**config.mk**
```make
export PLATFORM = sky130hd
export DESIGN_NAME = aes_tround
export DESIGN_NICKNAME = d
export VERILOG_FILES = /design/src/rtl/aes_pkg.sv /design/src/rtl/aes_tround_colmix.sv /design/src/rtl/aes_tround.sv
export SDC_FILE = /design/constraint.sdc
export NUM_CORES = 1
export LEC_CHECK = 0
export CAP_MARGIN = 20
export CORE_AREA = 5 5 210 212
export DETAILED_ROUTE_END_ITERATION = 10
export DIE_AREA = 0 0 215 217
export GPL_ROUTABILITY_DRIVEN = 0
export PLACE_DENSITY = 0.78
export SLEW_MARGIN = 40
export SYNTH_ARGS = -nofsm -noshare
export SYNTH_HDL_FRONTEND = slang
export SYNTH_SLANG_ARGS = --single-unit
```
**constraint.sdc**
```tcl
create_clock -name clk -period 6.7 [get_ports clk]
set_input_delay 1.34 -clock clk [delete_from_list [all_inputs] [get_ports clk]]
set_output_delay 1.34 -clock clk [all_outputs]
set_load 0.02 [all_outputs]
```
**src/rtl/aes_pkg.sv**
```systemverilog
// Shared types and helpers for the iterative AES T-table round engine.
package aes_pkg;

  typedef enum logic [1:0] {
    ST_IDLE  = 2'd0,
    ST_ISSUE = 2'd1,
    ST_DRAIN = 2'd2,
    ST_DONE  = 2'd3
  } tround_state_e;

  localparam int NR_128 = 10;
  localparam int NR_192 = 12;
  localparam int NR_256 = 14;

  // Column c of a 128-bit block; column 0 sits in the top word.
  function automatic logic [31:0] col_word(input logic [127:0] blk, input logic [1:0] c);
    return blk[{~c, 5'h1f} -: 32];
  endfunction

  // Plain S-box byte of each Te lane, already in ShiftRows row order.
  function automatic logic [31:0] sbox_lanes(input logic [31:0] q0, input logic [31:0] q1,
                                             input logic [31:0] q2, input logic [31:0] q3);
    return {q0[23:16], q1[15:8], q2[7:0], q3[31:24]};
  endfunction

  function automatic logic [3:0] nr_from_sel(input logic [1:0] sel);
    logic [3:0] nr;
    case (sel)
      2'd0:    nr = 4'(NR_128);
      2'd1:    nr = 4'(NR_192);
      default: nr = 4'(NR_256);
    endcase
    return nr;
  endfunction

endpackage

```
**src/rtl/aes_tround_colmix.sv**
```systemverilog
// One output column: Te lane XOR (MixColumns rounds) or S-byte select (final round), plus round key.
module aes_tround_colmix
  import aes_pkg::*;
(
  input  logic [31:0] te_q0,
  input  logic [31:0] te_q1,
  input  logic [31:0] te_q2,
  input  logic [31:0] te_q3,
  input  logic [31:0] rk_word,
  input  logic        final_rnd,
  output logic [31:0] col
);

  always_comb begin
    col = te_q0 ^ te_q1 ^ te_q2 ^ te_q3 ^ rk_word;
    if (final_rnd) begin
      col = sbox_lanes(te_q0, te_q1, te_q2, te_q3) ^ rk_word;
    end
  end

endmodule

```
**src/rtl/aes_tround.sv**
```systemverilog
// Iterative AES encryption round engine driving external registered Te0..Te3 boxes.
// Defining AES_TROUND_NR_EN adds the nr_sel port for per-block round-count selection.
//
// state    | meaning
// ST_IDLE  | in_ready=1, waiting for a block; round-0 AddRoundKey on accept
// ST_ISSUE | drive Te indices for column col_q, capture column col_q-1
// ST_DRAIN | capture column 3, commit state, next round or finish
// ST_DONE  | out_valid=1 until out_ready
module aes_tround
  import aes_pkg::*;
#(
  parameter int NR = NR_128
) (
  input  logic         clk,
  input  logic         rst_n,
`ifdef AES_TROUND_NR_EN
  input  logic [1:0]   nr_sel,
`endif
  input  logic         in_valid,
  output logic         in_ready,
  input  logic [127:0] in_data,
  output logic         out_valid,
  input  logic         out_ready,
  output logic [127:0] out_data,
  output logic [3:0]   rk_round,
  input  logic [127:0] rk_key,
  output logic [7:0]   te_idx0,
  output logic [7:0]   te_idx1,
  output logic [7:0]   te_idx2,
  output logic [7:0]   te_idx3,
  input  logic [31:0]  te_q0,
  input  logic [31:0]  te_q1,
  input  logic [31:0]  te_q2,
  input  logic [31:0]  te_q3
);

  tround_state_e state_q, state_d;
  logic [3:0]    round_q, round_d;
  logic [1:0]    col_q, col_d;
  logic [127:0]  blk_q, blk_d;
  logic [95:0]   nxt_q, nxt_d;
  logic [127:0]  out_q, out_d;
  logic [3:0]    nr_cur;
  logic [1:0]    cap_col;
  logic [31:0]   rk_word;
  logic [31:0]   col_res;
  logic          final_rnd;
  logic [7:0]    te_idx_a [4];

`ifdef AES_TROUND_NR_EN
  logic [3:0] nr_q, nr_d;

  always_comb begin
    nr_d = nr_q;
    if (state_q == ST_IDLE && in_valid) begin
      nr_d = nr_from_sel(nr_sel);
    end
  end

  always_ff @(posedge clk or negedge rst_n) begin
    if (!rst_n) nr_q <= 4'(NR_128);
    else        nr_q <= nr_d;
  end

  assign nr_cur = nr_q;
`else
  assign nr_cur = 4'(NR);
`endif

  // Column being captured lags the issued column by one cycle (Te box latency).
  assign cap_col   = (state_q == ST_DRAIN) ? 2'd3 : col_q - 2'd1;
  assign rk_word   = col_word(rk_key, cap_col);
  assign final_rnd = (round_q == nr_cur);

  aes_tround_colmix u_colmix (
    .te_q0     (te_q0),
    .te_q1     (te_q1),
    .te_q2     (te_q2),
    .te_q3     (te_q3),
    .rk_word   (rk_word),
    .final_rnd (final_rnd),
    .col       (col_res)
  );

  always_comb begin
    state_d = state_q;
    round_d = round_q;
    col_d   = col_q;
    blk_d   = blk_q;
    nxt_d   = nxt_q;
    out_d   = out_q;
    case (state_q)
      ST_IDLE: begin
        if (in_valid) begin
          blk_d   = in_data ^ rk_key;
          round_d = 4'd1;
          col_d   = 2'd0;
          state_d = ST_ISSUE;
        end
      end
      ST_ISSUE: begin
        case (col_q)
          2'd1:    nxt_d[95:64] = col_res;
          2'd2:    nxt_d[63:32] = col_res;
          2'd3:    nxt_d[31:0]  = col_res;
          default: nxt_d        = nxt_q;
        endcase
        col_d = col_q + 2'd1;
        if (col_q == 2'd3) state_d = ST_DRAIN;
      end
      ST_DRAIN: begin
        blk_d = {nxt_q, col_res};
        col_d = 2'd0;
        if (round_q < nr_cur) begin
          round_d = round_q + 4'd1;
          state_d = ST_ISSUE;
        end else begin
          out_d   = {nxt_q, col_res};
          state_d = ST_DONE;
        end
      end
      ST_DONE: begin
        if (out_ready) state_d = ST_IDLE;
      end
      default: state_d = ST_IDLE;
    endcase
  end

  // ShiftRows: row r of column c reads from column (c+r) mod 4.
  always_comb begin
    for (int r = 0; r < 4; r++) begin
      te_idx_a[r] = 8'd0;
      if (state_q == ST_ISSUE) begin
        te_idx_a[r] = 8'(col_word(blk_q, col_q + 2'(r)) >> (24 - 8 * r));
      end
    end
  end

  always_ff @(posedge clk or negedge rst_n) begin
    if (!rst_n) begin
      state_q <= ST_IDLE;
      round_q <= 4'd0;
      col_q   <= 2'd0;
      blk_q   <= '0;
      nxt_q   <= '0;
      out_q   <= '0;
    end else begin
      state_q <= state_d;
      round_q <= round_d;
      col_q   <= col_d;
      blk_q   <= blk_d;
      nxt_q   <= nxt_d;
      out_q   <= out_d;
    end
  end

  assign in_ready  = (state_q == ST_IDLE);
  assign out_valid = (state_q == ST_DONE);
  assign rk_round  = (state_q == ST_IDLE) ? 4'd0 : round_q;
  assign out_data  = out_q;
  assign te_idx0   = te_idx_a[0];
  assign te_idx1   = te_idx_a[1];
  assign te_idx2   = te_idx_a[2];
  assign te_idx3   = te_idx_a[3];

endmodule

```
### Word-level counts from Yosys, hierarchy flattened

Cells that the tools add are included.
Widths: inputs -> output; s select.

| word-level totals | value |
|---|---|
| output and inout bits | 166 |
| register bits | 360 |
| word-level logic and storage cells | 72 |

| operators by class | value |
|---|---|
| shift-type cells | 5 |
| magnitude comparators | 1 |
| reductions and logical operators | 11 |
| multiplexer cells | 19 |
| bitwise logic cells | 12 |
| eq/ne operators | 11 |
| add/subtract/negate cells | 5 |

Operators with widths:

| operator | number |
|---|---|
| $shiftx 159x8->32 | 2 |
| $pmux 128 s2 | 1 |
| $xor 32x32->32 | 5 |
| $shiftx 159x8->16 | 1 |
| $shiftx 159x8->24 | 1 |
| $shiftx 159x8->8 | 1 |
| $mux 128 | 1 |
| $xor 128x128->128 | 1 |
| $mux 32 | 1 |
| $mux 8 | 4 |
| $mux 2 | 6 |
| $mux 4 | 3 |
| $reduce_and 2->1 | 6 |
| $not 2->2 | 5 |
| $eq 2x2->1 const B | 4 |
| $pmux 2 s4 | 1 |
| $pmux 4 s2 | 1 |
| $pmux 2 s3 | 1 |
| $reduce_and 3->1 | 2 |
| $add 2x2->2 const B | 2 |
| $add 4x1->4 const B | 1 |
| $eq 2x1->1 const B | 2 |
| $eq 4x4->1 const B | 1 |
| $lt 4x4->1 const B | 1 |
| other kinds (8) | 10 |

### Longest topological paths before layout

| depth | value |
|---|---|
| depth after elaboration | 7 |
| mapped depth | 13 |
| depth with buffers taken out | 7 |

### Modules after synthesis

Synthesis repeated with hierarchy kept, for this count alone.

| second synthesis, totals | value |
|---|---|
| cell total of the unflattened synthesis | 1638 |
| area total of the unflattened synthesis | 19805.2 um^2 |

By module, submodules not included:

| module | area an instance (um^2) | cells an instance | instances |
|---|---|---|---|
| aes_tround | 18336.3 | 1474 | 1 |
| aes_tround_colmix | 1468.9 | 164 | 1 |

### Worst setup path after synthesis

No wires, ideal clock.

| timing path | value |
|---|---|
| kind | reg-to-output |
| start | register col_q[0] |
| end | output te_idx1[5] |
| buffers on the path | 6 |
| slack | 3041 ps |
| stages on the path, launching flop included | 11 |
| arrival time | 2319 ps |
| cells stage by stage | dfrtp_1 -> buf_6 -> buf_6 -> buf_2 -> inv_1 -> ha_1 -> buf_2 -> buf_2 -> buf_2 -> mux4_2 -> and3_1 |

| between the ends | value |
|---|---|
| longest elaborated chain between the ends | 4 |

Ends and longest elaborated chain:

| element | line | RTL |
|---|---|---|
| start, declared | aes_tround.sv:39 | `logic [1:0] col_q, col_d;` |
| start signal, assigned | aes_tround.sv:150 | `col_q <= col_d;` |
| $add 2x1->2 | aes_tround.sv:134 | `te_idx_a[r] = 8'(col_word(blk_q, col_q + 2'(r)) >> (24 - 8 * r));` |
| $not 2->2 | aes_pkg.sv:17 | `return blk[{~c, 5'h1f} -: 32];` |
| $shiftx 159x8->24 | aes_pkg.sv:17 |  |
| $mux 8 | aes_tround.sv:133 | `if (state_q == ST_ISSUE) begin` |
| end, declared | aes_tround.sv:28 | `output logic [7:0] te_idx1,` |

Every way passes these cells.

### Final worst setup path

| timing path | value |
|---|---|
| start | register col_q[0] |
| end | output te_idx1[6] |

Same word-level chain as after synthesis.

==> metrics.md <==
| Metric | Value |
|---|---|
| DR pass1 iterations | `6` |
| Cts-stage hold buffer count | `0` |
| Crit path required time | `5.36 ns` |
| Vias per cell | `5.75` |
| Starting Density | `46.0%` |
| Dominant cells by area after synthesis | `dfrtp_1 (47%), xnor2_1 (11%), mux2_2 (6.6%)` |
| Crit-path max cell delay | `0.94 ns` |
| CTS Buffer Depth | `3` |
| DRC Markers | `0` |
| Maximum clock rate | `192 MHz` |
| Resized cells post-CTS | `0` |
| Routed length on met3 | `6.67 mm` |
| Status | `completed` |
| DR vias | `17400` |
| Top-count cell post-synth | `dfrtp_1` |
| Row cnt | `75` |
| Detail Route Antenna Nets | `0` |
| Reg-to-reg slack, setup | `3.12 ns` |
| I/O pins | `554` |
| Final hold violation count | `0` |
| Crit. path cell count | `6` |
| P&R area growth vs syn | `37.6%` |
| Mapped Cells | `1979` |
| Dpl hpwl | `50.6 mm` |
| Clk_lat worst skew | `0.55 ns` |
| CTS tree | `done` |
| Number of distinct library cells after synthesis | `39` |
| CP Launch Point | `col_q[0]` |
| H-tree levels | `2` |
| RSZ-0062 raised after global routing | `false` |
| CTS root buf | `clkbuf_16` |
| Worst-margin pin slew | `0.848 ns` |
| CP max stage cell | `dfrtp_4` |
| Post-CTS setup buffers | `0` |
| Post-synth EDFFs | `0` |
| Worst path cell trace | `inv_1 -> ha_4 -> buf_12 -> mux4_2 -> and3_1 -> clkdlybuf4s50_1` |
| # Max-Cap Violations | `0` |
| Syn_nets | `2372` |
| Setup TNS Final | `0 ns` |
| Initial antenna violation count | `5` |
| Final setup fails | `0` |
| Async S/R FF share, synth | `100%` |
| Wire length per cell | `23.4 um` |
| Clk_skew | `0.00959 ns` |
| Cell leakage power | `10.8 nW` |
| DR top layer | `met5` |
| Hold Crit Class | `reg -> reg` |
| Final #Nets | `2841` |
| Clock Sinks | `360` |
| Peak VDD IR | `0.000288 V` |
| Total power | `12.6 mW` |
| Mapped Area | `19200 sq um` |
| Post-synth top cells | `dfrtp_1 (360), nand2_1 (263), xnor2_1 (250)` |
| Number of buffers and inverters on the critical path | `3` |
| First-pass GRT wire length | `106 mm` |
| Largest area contributor in the netlist | `dfrtp_1` |
| Largest net degree at the start of global routing | `161` |
| Initial DRC count | `1481` |
| Crit path DAT | `3.87 ns` |
| Critical Path Fanout Max | `40` |
| WL final | `70.6 mm` |
| Synth Flop Type | `dfrtp_1` |
| Met2 WL | `33.9 mm` |
| Worst setup endpoint | `te_idx1[6]` |
| Met1 wire length | `27.1 mm` |
| Launch point of the worst reg-to-reg path | `col_q[0]` |
| Clock transition at path regs | `0.06 ns` |
| Reg2reg path depth | `7` |
| Worst path top cell family by delay | `buffers and inverters` |
| Inserted Clock Buffers | `39` |
| PwrDens | `479 nW/um^2` |
| Critical path class | `reg -> out` |
| Post-layout minimum cycle time | `5.21 ns` |
| Vias in the first global route | `17900` |
| Ys Warns | `0` |
| Max Transition Viols Final | `0` |
| Worst setup EP type | `output pin` |
| Startpoint Class | `flop` |
| Die Ht | `217 um` |
| Max-slew headroom | `43.5%` |
| Seq/Total Area, Yosys | `46.9%` |
| Die ar. | `46700 sq um` |
| Gr ovfl total | `0` |
| Port-buffer cells | `553` |
| Avg Cell Area, Syn | `9.71 sq um` |
| Post-synth top area share | `46.9%` |
| Tcrit/Tclk final | `77.7%` |
| CORE AREA | `41800 sq um` |
| Layout cells sized above 1 | `10.3%` |
| Tot GR Track Use | `29.2%` |
| Reg2reg end | `nxt_q[49]` |
| Die width | `215 um` |
| Register bit total from synthesis | `360` |
[how the worst min path moves through the flow]
stage / from / end / slack [ns] / cells past startpoint
after floorplan: blk_q[0] / blk_q[0] / 0.44 / 2
after global placement: blk_q[62] / blk_q[62] / 0.46 / 2
after detailed placement: blk_q[108] / blk_q[108] / 0.47 / 2
after CTS: blk_q[108] / blk_q[108] / 0.48 / 2
after global routing: blk_q[114] / blk_q[114] / 0.50 / 2
final: blk_q[87] / blk_q[87] / 0.47 / 2
[power breakdown]
group	internal (mW)	switching, mW	total [mW]	leakage, nW
Combinational	2.81	3.49	6.29	5.79
Clock	1.37	0.899	2.27	0.665
Sequential	3.23	0.855	4.09	4.38
Total	7.41	5.24	12.6	10.8
[final cells by class]
class / instances / area (sq um)
timing repair buffer: 573 / 5860
tap: 539 / 674
inverter: 7 / 26.3
multi-input combinational: 1467 / 9500
sequential: 360 / 9020
clock buffer: 56 / 1170
antenna: 5 / 12.5
clock inverter: 13 / 171
fill: 3276 / 15300
[flip-flops by register name (all words and copies together) (netlist names)]
register  cells
nxt_q        96
round_q       4
out_data    128
col_q         2
state_q       2
blk_q       128
[cell usage in the layout (no fill, tap or decap), drive strengths merged, types with 38 or more instances in the layout]
master,instances
a21oi,220
clkbuf,56
clkdlybuf4s50,552
dfrtp,360
mux2,124
nand2,265
nand3,38
nor2,170
o21ai,233
xnor2,250
[cells by family after synthesis]
group,count (synthesis),synth area share (%)
AND/OR/NAND/NOR,520,11.1
AO/OA/AOI/OAI,525,14.8
buffers and inverters,152,3.99
flip-flops,360,46.9
multiplexers,161,11.3
adder cells (fa/ha/maj),5,0.326
XOR/XNOR,256,11.7
[worst min-delay path: stages (launching register included)]
cell,delay (ns)
dfrtp_1,0.34
nand2_1,0.04
o21ai_0,0.05
[through the flow]
step | util, % | instance area (sq um) | instances | setup WS [ns] | hold slack (ns)
finish | 63.3 | 26400 | 3020 | 1.49 | 0.473
global route | 63.3 | 26400 | 3018 | 1.33 | 0.502
CTS | 63.1 | 26300 | 3012 | 1.49 | 0.477
detailed placement | 59.9 | 25000 | 2943 | 2.07 | 0.465
global placement | 59.6 | 24900 | 2940 | 2.05 | 0.457
floorplan | - | 19200 | 1979 | 3.04 | 0.445
[routing by layer]
metal	track usage, %	up-vias
li1	-	7734
met3	7.49	171
met2	48.4	962
met1	36.7	8483
met4	12.1	4
met5	0	-
Power figures use the tool's default switching activity.
